**src/rtl/regfile_write_arbiter.sv**
```systemverilog
// regfile_write_arbiter
//   Gives NUM_REQ requesters shared access to the single write port of a register
//   bank. A requester raises req with its addr/data and holds them until it sees its
//   one-cycle ack pulse. The winner's address is decoded to a one-hot register enable
//   and its data is registered toward the bank, so one write per cycle is sustained
//   across requesters.
//
//   Build option: ARB_ROUND_ROBIN_EN
//     defined   : round-robin search starting at rr_ptr, upward with wrap
//     undefined : fixed priority, lowest eligible index wins
//
//   Ports
//     clk       in   clock, all state on posedge
//     rst       in   asynchronous active-low reset
//     req       in   [NUM_REQ]         per-requester write request
//     req_addr  in   [NUM_REQ*ADDR_W]  packed target address, slice i = requester i
//     req_data  in   [NUM_REQ*DATA_W]  packed write data, slice i = requester i
//     ack       out  [NUM_REQ]         one-hot pulse, write committed
//     wr_en     out  [NUM_REGS]        one-hot register enable (0 when idle)
//     wr_data   out  [DATA_W]          data to bank dataIn
//     busy      out  1 while in WRITE
//     wr_count  out  [COUNT_W]         completed writes, saturating
//
//   state  | meaning
//   IDLE   | no write on the bank port
//   WRITE  | wr_en/wr_data/ack driven for the latched winner
module regfile_write_arbiter #(
  parameter int NUM_REQ  = 4,
  parameter int NUM_REGS = 32,
  parameter int ADDR_W   = 5,
  parameter int DATA_W   = 32,
  parameter int COUNT_W  = 16
) (
  input  logic                        clk,
  input  logic                        rst,
  input  logic [NUM_REQ-1:0]          req,
  input  logic [NUM_REQ*ADDR_W-1:0]   req_addr,
  input  logic [NUM_REQ*DATA_W-1:0]   req_data,
  output logic [NUM_REQ-1:0]          ack,
  output logic [NUM_REGS-1:0]         wr_en,
  output logic [DATA_W-1:0]           wr_data,
  output logic                        busy,
  output logic [COUNT_W-1:0]          wr_count
);

  localparam int IDX_W = (NUM_REQ > 1) ? $clog2(NUM_REQ) : 1;
  localparam logic [NUM_REGS-1:0] EN_ONE  = NUM_REGS'(1);
  localparam logic [NUM_REQ-1:0]  ACK_ONE = NUM_REQ'(1);

  typedef enum logic {
    S_IDLE  = 1'b0,
    S_WRITE = 1'b1
  } state_e;

  state_e               state_q, state_d;
  logic [IDX_W-1:0]     winner_q, winner_d;
  logic [NUM_REQ-1:0]   ack_q, ack_d;
  logic [NUM_REGS-1:0]  wr_en_q, wr_en_d;
  logic [DATA_W-1:0]    wr_data_q, wr_data_d;
  logic [COUNT_W-1:0]   count_q, count_d;

  logic [NUM_REQ-1:0]   elig;
  logic                 grant_vld;
  logic [IDX_W-1:0]     grant_idx;
  logic [ADDR_W-1:0]    sel_addr;
  logic [DATA_W-1:0]    sel_data;

  // The requester being acked still has req high at this edge; mask it so the
  // same write is not granted twice.
  always_comb begin
    elig = '0;
    for (int i = 0; i < NUM_REQ; i++) begin
      elig[i] = req[i] && !(state_q == S_WRITE && winner_q == IDX_W'(i));
    end
  end

`ifdef ARB_ROUND_ROBIN_EN
  logic [IDX_W-1:0] rr_ptr_q, rr_ptr_d;

  // Two ascending passes: indices at/above rr_ptr first, then the wrapped ones.
  always_comb begin
    grant_vld = 1'b0;
    grant_idx = '0;
    sel_addr  = '0;
    sel_data  = '0;
    for (int i = 0; i < NUM_REQ; i++) begin
      if (!grant_vld && elig[i] && IDX_W'(i) >= rr_ptr_q) begin
        grant_vld = 1'b1;
        grant_idx = IDX_W'(i);
        sel_addr  = req_addr[i*ADDR_W +: ADDR_W];
        sel_data  = req_data[i*DATA_W +: DATA_W];
      end
    end
    for (int i = 0; i < NUM_REQ; i++) begin
      if (!grant_vld && elig[i] && IDX_W'(i) < rr_ptr_q) begin
        grant_vld = 1'b1;
        grant_idx = IDX_W'(i);
        sel_addr  = req_addr[i*ADDR_W +: ADDR_W];
        sel_data  = req_data[i*DATA_W +: DATA_W];
      end
    end
  end

  always_comb begin
    rr_ptr_d = rr_ptr_q;
    if (grant_vld) begin
      rr_ptr_d = (32'(grant_idx) == NUM_REQ - 1) ? '0 : grant_idx + 1'b1;
    end
  end

  always_ff @(posedge clk or negedge rst) begin
    if (!rst) rr_ptr_q <= '0;
    else      rr_ptr_q <= rr_ptr_d;
  end
`else
  always_comb begin
    grant_vld = 1'b0;
    grant_idx = '0;
    sel_addr  = '0;
    sel_data  = '0;
    for (int i = 0; i < NUM_REQ; i++) begin
      if (!grant_vld && elig[i]) begin
        grant_vld = 1'b1;
        grant_idx = IDX_W'(i);
        sel_addr  = req_addr[i*ADDR_W +: ADDR_W];
        sel_data  = req_data[i*DATA_W +: DATA_W];
      end
    end
  end
`endif

  // Next state and registered outputs. A grant in either state enters WRITE, which
  // is what gives back-to-back writes; the masking above keeps them distinct.
  always_comb begin
    state_d   = state_q;
    winner_d  = winner_q;
    ack_d     = '0;
    wr_en_d   = '0;
    wr_data_d = wr_data_q;
    case (state_q)
      S_IDLE:  state_d = grant_vld ? S_WRITE : S_IDLE;
      S_WRITE: state_d = grant_vld ? S_WRITE : S_IDLE;
      default: state_d = S_IDLE;
    endcase
    if (grant_vld) begin
      winner_d  = grant_idx;
      ack_d     = ACK_ONE << grant_idx;
      wr_data_d = sel_data;
      // Addresses beyond the bank still complete the handshake but touch nothing.
      if (32'(sel_addr) < NUM_REGS) wr_en_d = EN_ONE << sel_addr;
    end
  end

  // Counted at the edge that ends the WRITE cycle, i.e. once the bank has captured it.
  always_comb begin
    count_d = count_q;
    if (state_q == S_WRITE && |wr_en_q && count_q != '1) count_d = count_q + 1'b1;
  end

  always_ff @(posedge clk or negedge rst) begin
    if (!rst) begin
      state_q   <= S_IDLE;
      winner_q  <= '0;
      ack_q     <= '0;
      wr_en_q   <= '0;
      wr_data_q <= '0;
      count_q   <= '0;
    end else begin
      state_q   <= state_d;
      winner_q  <= winner_d;
      ack_q     <= ack_d;
      wr_en_q   <= wr_en_d;
      wr_data_q <= wr_data_d;
      count_q   <= count_d;
    end
  end

  assign ack      = ack_q;
  assign wr_en    = wr_en_q;
  assign wr_data  = wr_data_q;
  assign busy     = (state_q == S_WRITE);
  assign wr_count = count_q;

endmodule

```
**config.mk**
```make
export PLATFORM = sky130hd
export DESIGN_NAME = regfile_write_arbiter
export DESIGN_NICKNAME = d
export VERILOG_FILES = /design/src/rtl/regfile_write_arbiter.sv
export SDC_FILE = /design/constraint.sdc
export NUM_CORES = 1
export LEC_CHECK = 0
export CORE_MARGIN = 3
export CORE_UTILIZATION = 38
export DETAILED_ROUTE_END_ITERATION = 6
export GPL_ROUTABILITY_DRIVEN = 1
export PLACE_DENSITY = 0.77
export SYNTH_ARGS = -nofsm -noshare
export SYNTH_HDL_FRONTEND = slang
export SYNTH_SLANG_ARGS = --single-unit
```
**constraint.sdc**
```tcl
create_clock -name clk -period 2.4 [get_ports clk]
set_input_delay 0.48 -clock clk [delete_from_list [all_inputs] [get_ports clk]]
set_output_delay 0.48 -clock clk [all_outputs]
set_load 0.005 [all_outputs]
```
==> reports/metrics.cfg <==
[routing]
ant_nets = 0
drcViolationCount = 0
dr_total_vias = 4345
post_drt_via_cell_ratio = 5.57
first_pass_iters = 6
drt_iter0_markers = 269
wl_per_cell_um = 19.1
routed_wl_mm = 14.9

[floorplan]
ios = 239
die_w_um = 110
core_sq_um = 10500
dieArea_sq_um = 12200
rows = 37
die_h_um = 110
initial_core_util_pct = 39.6

[yosys]
synth_cells = 377
synth-async-reset-ratio_pct = 100
synth_nets = 532
synth_area_sq_um = 4150
ys.warnings.count = 0
yosysSeqAreaShare_pct = 52.5
synth-main-ff-cell = dfrtp_1
syn_avg_cell_area_sq_um = 11.0
synth_edf_count = 0
ys_types = 48
ys_ff_latch = 87

[global_route]
first_global_vias = 4467
grt_max_degree = 49
antenna_found_initial = 0
grt_overflow = 0
grt_usage_pct = 24.0
grt_pass1_wl_mm = 23.5

[setup_path]
path_common_cell = buf_4
critPathLaunchType = input port
critPathMaxFanout = 11
crit_required_ps = 2610
slowest_delay_ps = 530
crit_chain = clkdlybuf4s50_1 -> buf_4 -> nor3_2 -> buf_4 -> a221oi_4 -> buf_4 -> buf_4 -> nor4_1 -> a31oi_2 -> nor3_1
crit_slowest_cell = clkdlybuf4s50_1
crit_arrival_ps = 2460
crit_path_end_kind = flop
critPathKind = input port to flop

[clock_network]
cts_buffers = 9
clockBufferDepth = 2
h-tree-depth = 3
cts.sinks = 87
clkTransAtPathRegs_ps = 90
clk_latency_ps = 360
cts_hold_buf = 0
cts_tree = built
root_buffer = clkbuf_8

[cells_and_area]
multi_input_area_sq_um = 1890
layout_common_cells = clkdlybuf4s50_1 (236), dfrtp_1 (87), buf_4 (37)
area.sequential_sq_um = 2180
area_growth_pct = 72.7
n_antenna_cell = 0
drive_above_1_share_pct = 11.0
final_area_sq_um = 7160
final_common_cell = clkdlybuf4s50_1
fin_nets = 794
nFillCells = 822

[timing]
worst_slack_ps = 150
drv_slew = 0
fin_crit_sh_pct = 93.7
fmax_ghz = 0.445
post-route-min-period_ps = 2250
rsz0062_at_grt = no
finalSetupViolCount = 0
finClkSkew_ps = 17.6
worst_pin_slew_ps = 528
slew_headroom_pct = 64.8
hold_violations = 0
tns_ps = 0

[place]
gp_congestion = 0.917
placed_area_sq_um = 6920
port_buffers = 238
dp_slack_ps = -300
place_hpwl_mm = 11.8

[pwr]
p_leak_nw = 3.08
power_density_nw_per_um2 = 777
ir_worst_vdd_mv = 0.594

[min_path]
hold_path.class = input port to asynchronous set/reset pin

[status]
status = finished clean

[run]
maxCapViolCount = 0

## state kept, by name, indices dropped and copies added (netlist names)
| signal | flops |
|---|---|
| wr_count | 16 |
| winner_q | 2 |
| ack | 4 |
| wr_en | 32 |
| wr_data | 32 |
| busy | 1 |
## power by group
group / internal [mW] / switching (mW)
Sequential: 1.79 / 0.244
Combinational: 1.37 / 1.07
Clock: 0.526 / 0.560
## metrics by stage
step	total power, mW	cells	hold slack, ps	utilization, %
5_1_grt	5.87	780	106	68.5
3_3_place_gp	4.42	764	477	66.2
6_report	5.56	780	88.0	68.5
2_1_floorplan	3.06	377	184	-
3_5_place_dp	4.49	764	485	66.2
4_1_cts	5.58	780	91.6	68.2
## cell usage after synthesis (2+ instances only)
| cell type | instances | area (sq um) |
|---|---|---|
| dfrtp_1 | 87 | 2180 |
| nor2_1 | 36 | 135 |
| mux2i_1 | 33 | 330 |
| nor3_1 | 26 | 130 |
| a222oi_1 | 20 | 200 |
| a221oi_1 | 18 | 158 |
| clkbuf_1 | 18 | 67.6 |
| o21ai_0 | 18 | 90.1 |
| o22ai_1 | 14 | 87.6 |
| xor2_1 | 14 | 123 |
| nor4_1 | 12 | 75.1 |
| nand3_1 | 9 | 45.0 |
| nand2_1 | 8 | 30.0 |
| inv_1 | 6 | 22.5 |
| buf_1 | 5 | 18.8 |
| nor3b_1 | 5 | 37.5 |
| nor4b_1 | 4 | 35.0 |
| a221o_1 | 3 | 30.0 |
| and3_1 | 3 | 18.8 |
| and4_1 | 3 | 26.3 |
| a22oi_1 | 2 | 15.0 |
| a32oi_1 | 2 | 17.5 |
| mux2_2 | 2 | 22.5 |
| nand2b_1 | 2 | 12.5 |
| nand4_1 | 2 | 12.5 |
| o21ai_1 | 2 | 10.0 |
| o32a_1 | 2 | 20.0 |
## kinds of logic after synthesis
| logic type | after synthesis | synth area share [%] |
|---|---|---|
| flops | 87 | 52.5 |
| mux | 35 | 8.51 |
| compound gates | 91 | 17.7 |
| fa+ha+maj | 1 | 0.302 |
| simple gates | 118 | 15.0 |
| buf+inv | 31 | 3.08 |
| xor+xnor | 14 | 2.96 |
## layer usage
layer  vias to the layer above  wire [um]  GRT usage (%)
li1                       1992          -              -
met1                      2117       5640           27.8
met2                       208       7830           43.0
met3                        28       1050           5.64
met4                         0        399           9.03
met5                         -          0              0
## final cells by class
| cell class | instances | share of cell area (%) |
|---|---|---|
| clock buffer | 10 | 1.92 |
| clock inverter | 6 | 1.07 |
| inverter | 6 | 0.314 |
| multi-input combinational | 259 | 26.3 |
| sequential | 87 | 30.4 |
| tap | 136 | 2.38 |
| timing repair buffer | 276 | 37.6 |
## worst max-delay path: cells and delay by family
family | cells | cell delay (ps)
AND/OR/NAND/NOR | 3 | 200
AO/OA/AOI/OAI | 2 | 600
buffers and inverters | 5 | 1150
## worst paths after layout
path	from	to	slack, ps	depth (start not counted)
setup / recovery	req[1]	wr_en[3]	150	10
hold / removal	rst	wr_en[24]	90	1
setup reg to reg	busy	wr_en[21]	230	6
hold reg to reg	wr_count[10]	wr_count[10]	490	1
max in group asynchronous	rst	wr_count[5]	1680	2
min in group clk	wr_count[10]	wr_count[10]	490	1
## timing repair
action,4_1_cts,5_1_grt
gates resized for setup,0,6
endpoints found under the setup margin,0,11
buffers inserted,0,0
Power figures use the tool's default switching activity.
